[src/rtl/knn_mem_stream_ctrl.sv]
// KNN memory stream controller: batch input load, credit-based training stream, result write-back.
// Optional perf counters enabled by defining KNN_MEM_PERF_EN.
module knn_mem_stream_ctrl #(
  parameter int W           = 32,
  parameter int DIM         = 16,
  parameter int TYPE_W      = 4,
  parameter int L           = 8,
  parameter int NCH         = 2,
  parameter int ADDR_W      = 16,
  parameter int ADDR_STEP   = 4,
  parameter int BASE_T_ADDR = 0,
  parameter int BASE_I_ADDR = 1024,
  parameter int RD_LAT      = 2
) (
  input  logic                  clk,
  input  logic                  rst_n,
  input  logic                  start,
  input  logic [15:0]           cfg_n_batch,
  output logic                  busy,
  output logic                  done,
  output logic                  rd_en,
  output logic [ADDR_W-1:0]     rd_addr,
  input  logic [W-1:0]          rd_data,
  output logic                  wr_en,
  output logic [ADDR_W-1:0]     wr_addr,
  output logic [W-1:0]          wr_data,
  output logic [NCH*DIM*W-1:0]  in_vec,
  output logic                  in_valid,
  output logic [W-1:0]          t_data,
  output logic [TYPE_W-1:0]     t_type,
  output logic                  t_last,
  output logic                  t_valid,
  input  logic                  t_ready,
  input  logic                  infer_valid,
  input  logic [NCH*TYPE_W-1:0] infer_type
`ifdef KNN_MEM_PERF_EN
  ,
  output logic [31:0]           perf_busy,
  output logic [31:0]           perf_stall
`endif
);

  localparam int DEPTH = RD_LAT + 2;
  localparam int PW    = (DEPTH > 1) ? $clog2(DEPTH) : 1;
  localparam int CW    = $clog2(DEPTH + 1);
  localparam int NIN   = NCH * DIM;
  localparam int LIW   = $clog2(NIN + 1);
  localparam int WW    = $clog2(DIM + 1);
  localparam int VW    = $clog2(L + 1);
  localparam int XW    = $clog2(L * DIM + 1);
  localparam int NW    = $clog2(NCH + 1);

  localparam logic [ADDR_W-1:0] STEP_A = ADDR_W'(ADDR_STEP);
  localparam logic [ADDR_W-1:0] STEP_2 = ADDR_W'(2 * ADDR_STEP);
  localparam logic [ADDR_W-1:0] REC_A  = ADDR_W'((DIM + 1) * ADDR_STEP);
  localparam logic [ADDR_W-1:0] BINC_A = ADDR_W'(NCH * (DIM + 1) * ADDR_STEP);
  localparam logic [ADDR_W-1:0] BT_A   = ADDR_W'(BASE_T_ADDR);
  localparam logic [ADDR_W-1:0] BI_A   = ADDR_W'(BASE_I_ADDR);

  typedef enum logic [2:0] {
    IDLE, LOAD_IN, STREAM, WAIT_INF, WRITE, FIN
  } state_t;

  state_t                state;
  logic [15:0]           nb;
  logic [15:0]           bcnt;
  logic [ADDR_W-1:0]     base_i;
  logic [ADDR_W-1:0]     na;
  logic [LIW-1:0]        iss;
  logic [LIW-1:0]        ret;
  logic [WW-1:0]         elem;
  logic [WW-1:0]         s_word;
  logic [VW-1:0]         s_vec;
  logic [XW-1:0]         xfer;
  logic [NW-1:0]         wcnt;
  logic [NCH*TYPE_W-1:0] inf;
  logic [TYPE_W-1:0]     ptype;
  logic                  rd_type;
  logic                  rd_last;
  logic [RD_LAT-1:0]     vpipe;
  logic [RD_LAT-1:0]     tpipe;
  logic [RD_LAT-1:0]     lpipe;

  logic [W-1:0]          f_data [DEPTH];
  logic [TYPE_W-1:0]     f_type [DEPTH];
  logic                  f_last [DEPTH];
  logic [PW-1:0]         wp;
  logic [PW-1:0]         rp;
  logic [CW-1:0]         cnt;

  logic                  ret_v;
  logic                  ret_type;
  logic                  ret_last;
  logic                  push;
  logic                  pop;
  logic                  credit;
  logic [CW-1:0]         outs;

  assign ret_v    = vpipe[RD_LAT-1];
  assign ret_type = tpipe[RD_LAT-1];
  assign ret_last = lpipe[RD_LAT-1];
  assign t_valid  = (cnt != '0);
  assign t_data   = f_data[rp];
  assign t_type   = f_type[rp];
  assign t_last   = f_last[rp];
  assign pop      = t_valid & t_ready;
  assign push     = ret_v & ~ret_type & (state == STREAM);

  // Every read in flight (type words included) holds a FIFO slot.
  always_comb begin
    outs = CW'(rd_en);
    for (int i = 0; i < RD_LAT; i++) begin
      outs = outs + CW'(vpipe[i]);
    end
  end

  assign credit = ({1'b0, outs} + {1'b0, cnt}) < (CW + 1)'(DEPTH);

  always_ff @(posedge clk) begin
    if (!rst_n) begin
      state    <= IDLE;
      busy     <= 1'b0;
      done     <= 1'b0;
      rd_en    <= 1'b0;
      rd_addr  <= '0;
      wr_en    <= 1'b0;
      wr_addr  <= '0;
      wr_data  <= '0;
      in_vec   <= '0;
      in_valid <= 1'b0;
      nb       <= '0;
      bcnt     <= '0;
      base_i   <= '0;
      na       <= '0;
      iss      <= '0;
      ret      <= '0;
      elem     <= '0;
      s_word   <= '0;
      s_vec    <= '0;
      xfer     <= '0;
      wcnt     <= '0;
      inf      <= '0;
      ptype    <= '0;
      rd_type  <= 1'b0;
      rd_last  <= 1'b0;
      vpipe    <= '0;
      tpipe    <= '0;
      lpipe    <= '0;
      wp       <= '0;
      rp       <= '0;
      cnt      <= '0;
      for (int i = 0; i < DEPTH; i++) begin
        f_data[i] <= '0;
        f_type[i] <= '0;
        f_last[i] <= 1'b0;
      end
    end else begin
      done  <= 1'b0;
      rd_en <= 1'b0;
      wr_en <= 1'b0;

      vpipe[0] <= rd_en;
      tpipe[0] <= rd_type;
      lpipe[0] <= rd_last;
      for (int i = 1; i < RD_LAT; i++) begin
        vpipe[i] <= vpipe[i-1];
        tpipe[i] <= tpipe[i-1];
        lpipe[i] <= lpipe[i-1];
      end

      if (push) begin
        f_data[wp] <= rd_data;
        f_type[wp] <= ptype;
        f_last[wp] <= ret_last;
        wp <= (wp == PW'(DEPTH - 1)) ? '0 : wp + PW'(1);
      end
      if (pop) begin
        rp <= (rp == PW'(DEPTH - 1)) ? '0 : rp + PW'(1);
      end
      cnt <= cnt + CW'(push) - CW'(pop);

      unique case (state)
        IDLE: begin
          busy <= 1'b0;
          if (start && !busy) begin
            busy   <= 1'b1;
            nb     <= cfg_n_batch;
            bcnt   <= '0;
            base_i <= BI_A;
            if (cfg_n_batch == 16'd0) begin
              state <= FIN;
            end else begin
              state <= LOAD_IN;
              na    <= BI_A + STEP_A;
              iss   <= '0;
              ret   <= '0;
              elem  <= '0;
            end
          end
        end

        LOAD_IN: begin
          if (iss != LIW'(NIN)) begin
            rd_en   <= 1'b1;
            rd_addr <= na;
            rd_type <= 1'b0;
            rd_last <= 1'b0;
            // Hop over the next record's slot word.
            na   <= na + ((elem == WW'(DIM - 1)) ? STEP_2 : STEP_A);
            elem <= (elem == WW'(DIM - 1)) ? '0 : elem + WW'(1);
            iss  <= iss + LIW'(1);
          end
          if (ret_v) begin
            in_vec[int'(ret)*W +: W] <= rd_data;
            ret <= ret + LIW'(1);
            if (ret == LIW'(NIN - 1)) begin
              in_valid <= 1'b1;
              state    <= STREAM;
              na       <= BT_A;
              s_word   <= '0;
              s_vec    <= '0;
              xfer     <= '0;
            end
          end
        end

        STREAM: begin
          if (s_vec != VW'(L) && credit) begin
            rd_en   <= 1'b1;
            rd_addr <= na;
            na      <= na + STEP_A;
            rd_type <= (s_word == '0);
            rd_last <= (s_word == WW'(DIM));
            if (s_word == WW'(DIM)) begin
              s_word <= '0;
              s_vec  <= s_vec + VW'(1);
            end else begin
              s_word <= s_word + WW'(1);
            end
          end
          if (ret_v && ret_type) begin
            ptype <= rd_data[TYPE_W-1:0];
          end
          if (pop) begin
            xfer <= xfer + XW'(1);
            if (xfer == XW'(L * DIM - 1)) begin
              state <= WAIT_INF;
            end
          end
        end

        WAIT_INF: begin
          if (infer_valid) begin
            inf     <= infer_type;
            state   <= WRITE;
            wcnt    <= '0;
            wr_en   <= 1'b1;
            wr_addr <= base_i;
            wr_data <= {{(W - TYPE_W){1'b0}}, infer_type[TYPE_W-1:0]};
          end
        end

        WRITE: begin
          if (wcnt == NW'(NCH - 1)) begin
            in_valid <= 1'b0;
            base_i   <= base_i + BINC_A;
            bcnt     <= bcnt + 16'd1;
            if (bcnt + 16'd1 == nb) begin
              state <= FIN;
            end else begin
              state <= LOAD_IN;
              na    <= base_i + BINC_A + STEP_A;
              iss   <= '0;
              ret   <= '0;
              elem  <= '0;
            end
          end else begin
            wr_en   <= 1'b1;
            wr_addr <= wr_addr + REC_A;
            wr_data <= {{(W - TYPE_W){1'b0}},
                        inf[(int'(wcnt) + 1)*TYPE_W +: TYPE_W]};
            wcnt    <= wcnt + NW'(1);
          end
        end

        FIN: begin
          done  <= 1'b1;
          state <= IDLE;
        end

        default: state <= IDLE;
      endcase
    end
  end

`ifdef KNN_MEM_PERF_EN
  always_ff @(posedge clk) begin
    if (!rst_n) begin
      perf_busy  <= '0;
      perf_stall <= '0;
    end else if (state == IDLE && start && !busy) begin
      perf_busy  <= '0;
      perf_stall <= '0;
    end else begin
      if (busy && perf_busy != '1) begin
        perf_busy <= perf_busy + 32'd1;
      end
      if (t_valid && !t_ready && perf_stall != '1) begin
        perf_stall <= perf_stall + 32'd1;
      end
    end
  end
`endif

endmodule

[config.mk]
export PLATFORM = sky130hd
export DESIGN_NAME = knn_mem_stream_ctrl
export DESIGN_NICKNAME = d
export VERILOG_FILES = /design/src/rtl/knn_mem_stream_ctrl.sv
export SDC_FILE = /design/constraint.sdc
export NUM_CORES = 2
export LEC_CHECK = 0
export ABC_AREA = 1
export ABC_CLOCK_PERIOD_IN_PS = 7290
export CORE_AREA = 4 4 466 468
export CTS_CLUSTER_DIAMETER = 80
export DETAILED_ROUTE_END_ITERATION = 7
export DIE_AREA = 0 0 470 472
export GPL_TIMING_DRIVEN = 0
export PLACE_DENSITY = 0.52
export REMOVE_ABC_BUFFERS = 1
export SLEW_MARGIN = 20
export SYNTH_ARGS = -nofsm -noshare
export SYNTH_HDL_FRONTEND = slang
export SYNTH_SLANG_ARGS = --single-unit
[constraint.sdc]
create_clock -name clk -period 7.29 [get_ports clk]
set_clock_uncertainty 0.15 [all_clocks]
set_input_delay 1.0935 -clock clk [delete_from_list [all_inputs] [get_ports clk]]
set_output_delay 1.0935 -clock clk [all_outputs]
set_load 0.01 [all_outputs]
# [After elaboration in Yosys (flattened, before gate mapping)]
# Memory sizes are Yosys's and may differ from the RTL's. A register that Yosys moved wholly into a read port is not among the register bits.
# Cells that the tools add are included.
[word_totals] wordCells=230 ff_bits=1223 n_memories=3 input_bits=61 mem_bits_rw=148 out_inout_bits=1131
[op_classes] magnitude_cmp=1 bitwise_logic=4 shift=3 eq_ne=28 muxes=106 n_addsub=22 n_reduce_logical=32
[mem_list] memory="f_data" depth=4 width=32 read_ports=1 rd_ports_with_merged_regs=1 wr=4 line="84" source="logic [W-1:0] f_data [DEPTH];"
[mem_list] memory="f_type" depth=4 width=4 read_ports=1 rd_ports_with_merged_regs=1 wr=4 line="85" source="logic [TYPE_W-1:0] f_type [DEPTH];"
[mem_list] memory="f_last" depth=4 width=1 read_ports=1 rd_ports_with_merged_regs=1 wr=4 line="86" source="logic f_last [DEPTH];"
[op_table] op="bitwise mux 1024 bit" count=1
[op_table] op="variable shift 32 x 33 -> 1024 bit (first input constant)" count=1
[op_table] op="indexed part select 32 x 33 -> 1024 bit" count=1
[op_table] op="2-to-1 mux 16 bit" count=16
[op_table] op="case mux 16 bit (2 select lines)" count=4
[op_table] op="2-to-1 mux 32 bit" count=3
[op_table] op="case mux 16 bit (4 select lines)" count=1
[op_table] op="case mux 32 bit (2 select lines)" count=1
[op_table] op="2-to-1 mux 5 bit" count=10
[op_table] op="2-to-1 mux 6 bit" count=6
[op_table] op="case mux 6 bit (3 select lines)" count=2
[op_table] op="negation 11 -> 33 bit" count=1
[op_table] op="adder 16 x 3 -> 16 bit (second input constant)" count=2
[op_table] op="OR reduction 32 bit" count=1
[op_table] op="2-to-1 mux 3 bit" count=9
[op_table] op="2-to-1 mux 2 bit" count=13
[op_table] op="2-to-1 mux 4 bit" count=6
[op_table] op="2-to-1 mux 8 bit" count=3
[op_table] op="2-to-1 mux 1 bit" count=20
[op_table] op="!= test 2 bit (second input constant)" count=10
[op_table] op="AND reduction 6 bit" count=3
[op_table] op="adder 16 x 1 -> 16 bit (second input constant)" count=1
[op_table] op="adder 16 x 4 -> 16 bit" count=1
[op_table] op="adder 16 x 7 -> 16 bit (second input constant)" count=1
[op_table] op="other kinds (51)" count=79

# [Logic depth before layout (Yosys ltp)]
[logic_depth] ltp_word=8 depth_mapped=19 depth_no_buf=18

# [Least setup slack after synthesis]
# OpenSTA, ideal clock, no wires.
[synth_timing] path_type="in2reg" start="input rst_n" end="memory f_data[3][0] (enable)" path_slack_ns=2.548 path_stages=4 setup_time_ns=0.478 required_time_ns=6.662 t_arrival_ns=4.114 path_buffers=1 path_cell_list="clkinv_1 -> clkbuf_1 -> nor2_1 -> nor3_1"
[synth_lines] item="start, declared" line="16" source="input logic rst_n,"
[synth_lines] item="end, declared" line="84"

# [Worst setup path in the final report]
[layout_timing] start="register ret[0]" end="register in_vec[1012]"
[layout_between] elab_chain_cells=3 word_cells_on_any_way=4 classes_between="1 x add/sub; 2 x shift; 1 x mux"
[layout_rtl] item="start, declared" line="70" source="logic [LIW-1:0] ret;"
[layout_rtl] item="start signal, assigned" line="215" source="ret <= ret + LIW'(1);"
[layout_rtl] item="negation 11 -> 33 bit *" line="214" source="in_vec[int'(ret)*W +: W] <= rd_data;"
[layout_rtl] item="indexed part select 32 x 33 -> 1024 bit or variable shift 32 x 33 -> 1024 bit (tied branches)" line="214"
[layout_rtl] item="bitwise mux 1024 bit *" line="214"
[layout_rtl] item="end signal, assigned by index" line="214"
[layout_rtl] item="end, declared" line="27" source="output logic [NCH*DIM*W-1:0] in_vec,"
# Mark *: on every way between the ends. The rest lies on a longest branch, timed or not.
# A chain may end at the register's enable or synchronous reset.

==> impl_table.tex <==
\begin{tabular}{lr}
\hline
Metric & Value \\
\hline
\multicolumn{2}{l}{\textbf{Status}} \\
\quad Status & complete, no violations \\
\multicolumn{2}{l}{\textbf{Global route}} \\
\quad Wire length of the first global-routing pass & 394200 um \\
\quad Pin count of the biggest net entering global routing & 141 \\
\quad Global routing met2 resource utilization & 37.43\% \\
\quad Initial antenna violation count & 26 \\
\quad Total Routing Usage GR & 24.34\% \\
\quad Global-route layer with the greatest usage & met2 \\
\quad Met1 Resource Use GR & 31.32\% \\
\quad Sum of overflow across all layers after global routing & 0 \\
\quad Via count of the first global-routing pass & 50.50k \\
\quad Global Route met3 Usage & 8.164\% \\
\multicolumn{2}{l}{\textbf{Setup path}} \\
\quad Arrival time reported for the critical path endpoint & 6.07 ns \\
\quad Depth of the worst register-to-register path & 15 \\
\quad Data required time of the worst path & 7.81 ns \\
\quad Slowest stage delay, CP & 0.90 ns \\
\quad Cell-by-cell listing of the critical path & inv\_1, ha\_4, nand2\_2, nor2\_4, xor2\_4, inv\_8, buf\_16, nor3\_4, inv\_4, nor2\_4, inv\_2, nor2\_4, inv\_2, a21oi\_1, nor3\_1 \\
\quad Maximum fanout along the worst path & 91 \\
\quad Most frequent cell on the critical path & nor2\_4 \\
\quad Beginning of the worst register-to-register path & ret[0] \\
\quad Destination of the worst register-to-register timing path & in\_vec[1012] \\
\quad R2R setup slack & 1.74 ns \\
\quad Cell type of the slowest stage on the worst timing path & nor2\_4 \\
\quad Worst setup path startpoint & ret[0] \\
\quad Critical path class & flop to flop \\
\quad Element type at the critical path end & flop \\
\quad Type of origin of the critical path & flop \\
\multicolumn{2}{l}{\textbf{Detailed routing}} \\
\quad Remaining DRCs & 0 \\
\quad DRT antenna net count & 0 \\
\quad Detailed-route via count & 53.82k \\
\quad First-pass iteration count of the detailed router & 5 \\
\quad DR vias/cell & 5.115 \\
\quad DRC violation total after the first TritonRoute iteration & 4878 \\
\quad Wire length per cell after detailed routing & 27.03 um \\
\quad Final wirelength & 284500 um \\
\multicolumn{2}{l}{\textbf{Pwr}} \\
\quad Sw frac & 36.76\% \\
\quad PnR Total Power & 0.02235 W \\
\quad Peak supply drop & 268.0 uV \\
\quad Combinational fraction of design power & 27.0\% \\
\quad Pleak & 27.44 nW \\
\quad Seq pwr share & 34.8\% \\
\quad PD cells & 296.8 nW/um\^{}2 \\
\quad Net Switching & 0.008216 W \\
\quad Power Internal & 0.01413 W \\
\quad Clock share of power & 38.2\% \\
\multicolumn{2}{l}{\textbf{Synth}} \\
\quad Number of different library cells in the post-synthesis netlist & 55 \\
\quad Summed instance area of the synthesized netlist & 54170 um\^{}2 \\
\quad Register bit total from synthesis & 1335 \\
\quad Number of flops mapped to enable cells by yosys & 145 \\
\quad Top post-synthesis cells by area & dfxtp\_1 44\%, o21ai\_0 8.1\%, edfxtp\_1 8.0\%, a21oi\_1 6.8\%, nor2\_1 6.0\% \\
\quad FFs w/ async S/R, synth & 0\% \\
\quad Sequential area share after synthesis & 52.01\% \\
\quad Share of the synthesized area in the top cell type & 43.97\% \\
\quad Syn Inst Count & 6667 \\
\quad Syn. warnings & 0 \\
\quad Synthesized area divided by synthesized cell count & 8.126 um\^{}2 \\
\quad Dominant register cell in the synthesized netlist & dfxtp\_1 \\
\quad Library cell with the largest summed area after synthesis & dfxtp\_1 \\
\multicolumn{2}{l}{\textbf{STA}} \\
\quad Final min period & 5.554 ns \\
\quad Final Max Tran Viols & 0 \\
\quad Share of the clock period used by the worst path & 76.18\% \\
\quad Count of endpoints failing setup in the final report & 0 \\
\quad Fmax & 180.1 MHz \\
\quad Fin Setup TNS & 0 ns \\
\quad Endpoints failing hold & 0 \\
\quad Worst-Margin Slew & 1.180 ns \\
\quad Setup repair after global routing missed its margin & no \\
\quad Remaining max-slew budget at the tightest pin & 21.05\% \\
\multicolumn{2}{l}{\textbf{Place}} \\
\quad Post-DP HPWL & 204500 um \\
\quad Number of I/O port buffers & 1163 \\
\quad Final weighted congestion in routability-driven placement & 0.8725 \\
\multicolumn{2}{l}{\textbf{Clock tree}} \\
\quad Clock-pin slew on the worst setup and hold paths & 0.06 ns \\
\quad Postcts setup bufs & 0 \\
\quad Root Buffer Master & clkbuf\_16 \\
\quad Worst-skew pair later-pin latency & 0.81 ns \\
\quad Clock tree sinks & 1335 \\
\quad CTS Hold Buffers Added & 0 \\
\quad Level count of the clock H-tree & 4 \\
\quad Max clock buf depth & 3 \\
\quad Clock buffers created by TritonCTS & 161 \\
\quad Resized cells post-CTS & 0 \\
\quad Clock tree from TritonCTS & yes \\
\multicolumn{2}{l}{\textbf{Die}} \\
\quad Num ports & 1192 \\
\quad Core region area & 213600 um\^{}2 \\
\quad Die Y-Extent & 472 um \\
\quad Effective utilization at floorplan & 25.37\% \\
\quad Width of the die & 470 um \\
\quad Count of standard-cell rows & 170 \\
\quad Die area & 221800 um\^{}2 \\
\multicolumn{2}{l}{\textbf{Cells and area}} \\
\quad Layout Area Growth over Synthesis & 38.98\% \\
\quad Share of cells above drive strength 1 & 6.272\% \\
\quad Final net count & 7621 \\
\multicolumn{2}{l}{\textbf{Min path}} \\
\quad Hold Crit Class & flop to flop \\
\quad Startpoint of the lowest-slack hold path & lpipe[0] \\
\quad Worst Hold Path Cells & 2 \\
\quad Hold path endpoint & lpipe[1] \\
\multicolumn{2}{l}{\textbf{Job}} \\
\quad Number of max-cap violations & 0 \\
\hline
\end{tabular}
==> how the worst max path moves through the flow <==
stage / slack [ns] / to
2_1_floorplan: -5.77 / in_vec[608]
3_3_place_gp: -53.56 / f_data[3][30]
3_5_place_dp: 1.50 / f_data[0][4]
4_1_cts: 1.60 / in_vec[1012]
5_1_grt: 1.44 / in_vec[998]
6_report: 1.74 / in_vec[1012]
==> per-stage QoR <==
stage	util (%)	hold WS [ns]	setup WS (ns)	cells	area [um^2]
after CTS	35.24	0.2765	1.603	10507	75250
after detailed placement	32.60	0.2653	1.500	10209	69630
final	35.26	0.2735	1.736	10523	75290
after floorplan	-	0.2400	-5.769	6099	51740
after global routing	35.24	0.2986	1.439	10513	75270
after global placement	31.34	0.2579	-53.56	10100	66940
==> placed cells by master (no fill, tap or decap), types with 40 or more instances in the layout <==
cell / instances
nand3_1: 280
nor2_1: 847
o21ai_0: 881
nor3_1: 343
nand2_1: 536
inv_1: 327
a21oi_1: 736
clkdlybuf4s50_1: 1162
a31oi_1: 123
o21a_1: 130
o21ai_1: 63
a211oi_1: 96
clkbuf_16: 166
dfxtp_1: 1187
clkbuf_8: 40
edfxtp_1: 145
o22ai_1: 40
buf_16: 58
nand4_1: 42
o211a_1: 99
==> flip-flops by register name, summed over array words and instances (netlist names), 3 cells and up, named ones only <==
signal   cells
cnt          3
inf          4
rd_addr     15
f_type      16
na          15
f_last       4
bcnt        16
ptype        4
s_word       5
ret          6
xfer         8
f_data     128
wr_data      4
s_vec        4
iss          6
in_vec    1024
nb          16
base_i      13
wr_addr     15
state        3
elem         5
==> power by group through the flow <==
stage,registers (W),clock network [W],logic (W)
after floorplan,0.00795,0,0.00243
after global placement,0.00803,0,0.00495
after detailed placement,0.00794,0,0.00604
after CTS,0.00778,0.00867,0.00605
after global routing,0.00781,0.00897,0.00638
final,0.00778,0.00853,0.00604
==> area by class of cell <==
cell class | instances | area, um^2
diodes | 16 | 40.04
clock buffers | 245 | 4855
clock inverters | 53 | 763.2
fillers | 22061 | 138300
inverters | 362 | 1403
multi-input cells | 4402 | 22430
flip-flops and latches | 1335 | 28190
well taps | 2838 | 3551
repair buffers | 1272 | 14070
==> critical path: cells and delay by family (launching register included) <==
kind | cells | cell delay [ns]
AOI/OAI and AO/OA | 1 | 0.34
adders and majority gates | 1 | 0.19
buffers and inverters | 6 | 1.90
xor gates and xnor gates | 1 | 0.47
and+or+nand+nor | 6 | 1.71
DFF | 1 | 0.51
==> synth_stat cells, drive strengths merged, types with 2 or more instances <==
library cell  number
nand3b             3
o21bai             5
nor4               6
dfxtp           1190
o21ai            944
edfxtp           145
fa                 3
a21oi            736
ha                23
nor3             351
a311oi             6
o211ai             2
o21a             130
xnor2              7
inv              358
clkbuf           395
clkinv             4
buf              200
or2                6
nand3            281
nand2            550
nand4             42
o31ai              2
o211a             99
xnor3              2
a211oi            96
a31oi            123
xor2              16
nor2             890
a221oi             2
o22ai             40
==> routing by layer <==
metal  wire, um  up-vias
li1           -    24690
met1     121000    26445
met2     124300     2260
met3      26740      423
met4      12500        2
met5         13        -
==> logic make-up (layout without fill, tap and decap cells) <==
group,count (synthesis),count (layout),share of synthesized area [%]
buffers and inverters,957,1932,7.187
AO/OA/AOI/OAI,2191,2191,22.71
flip-flops,1335,1335,52.01
other,1,44,0.006922
AND/OR/NAND/NOR,2132,2132,16.95
adder cells (fa/ha/maj),26,26,0.6421
XOR/XNOR,25,25,0.4896
(Power assumes the default switching activity.)
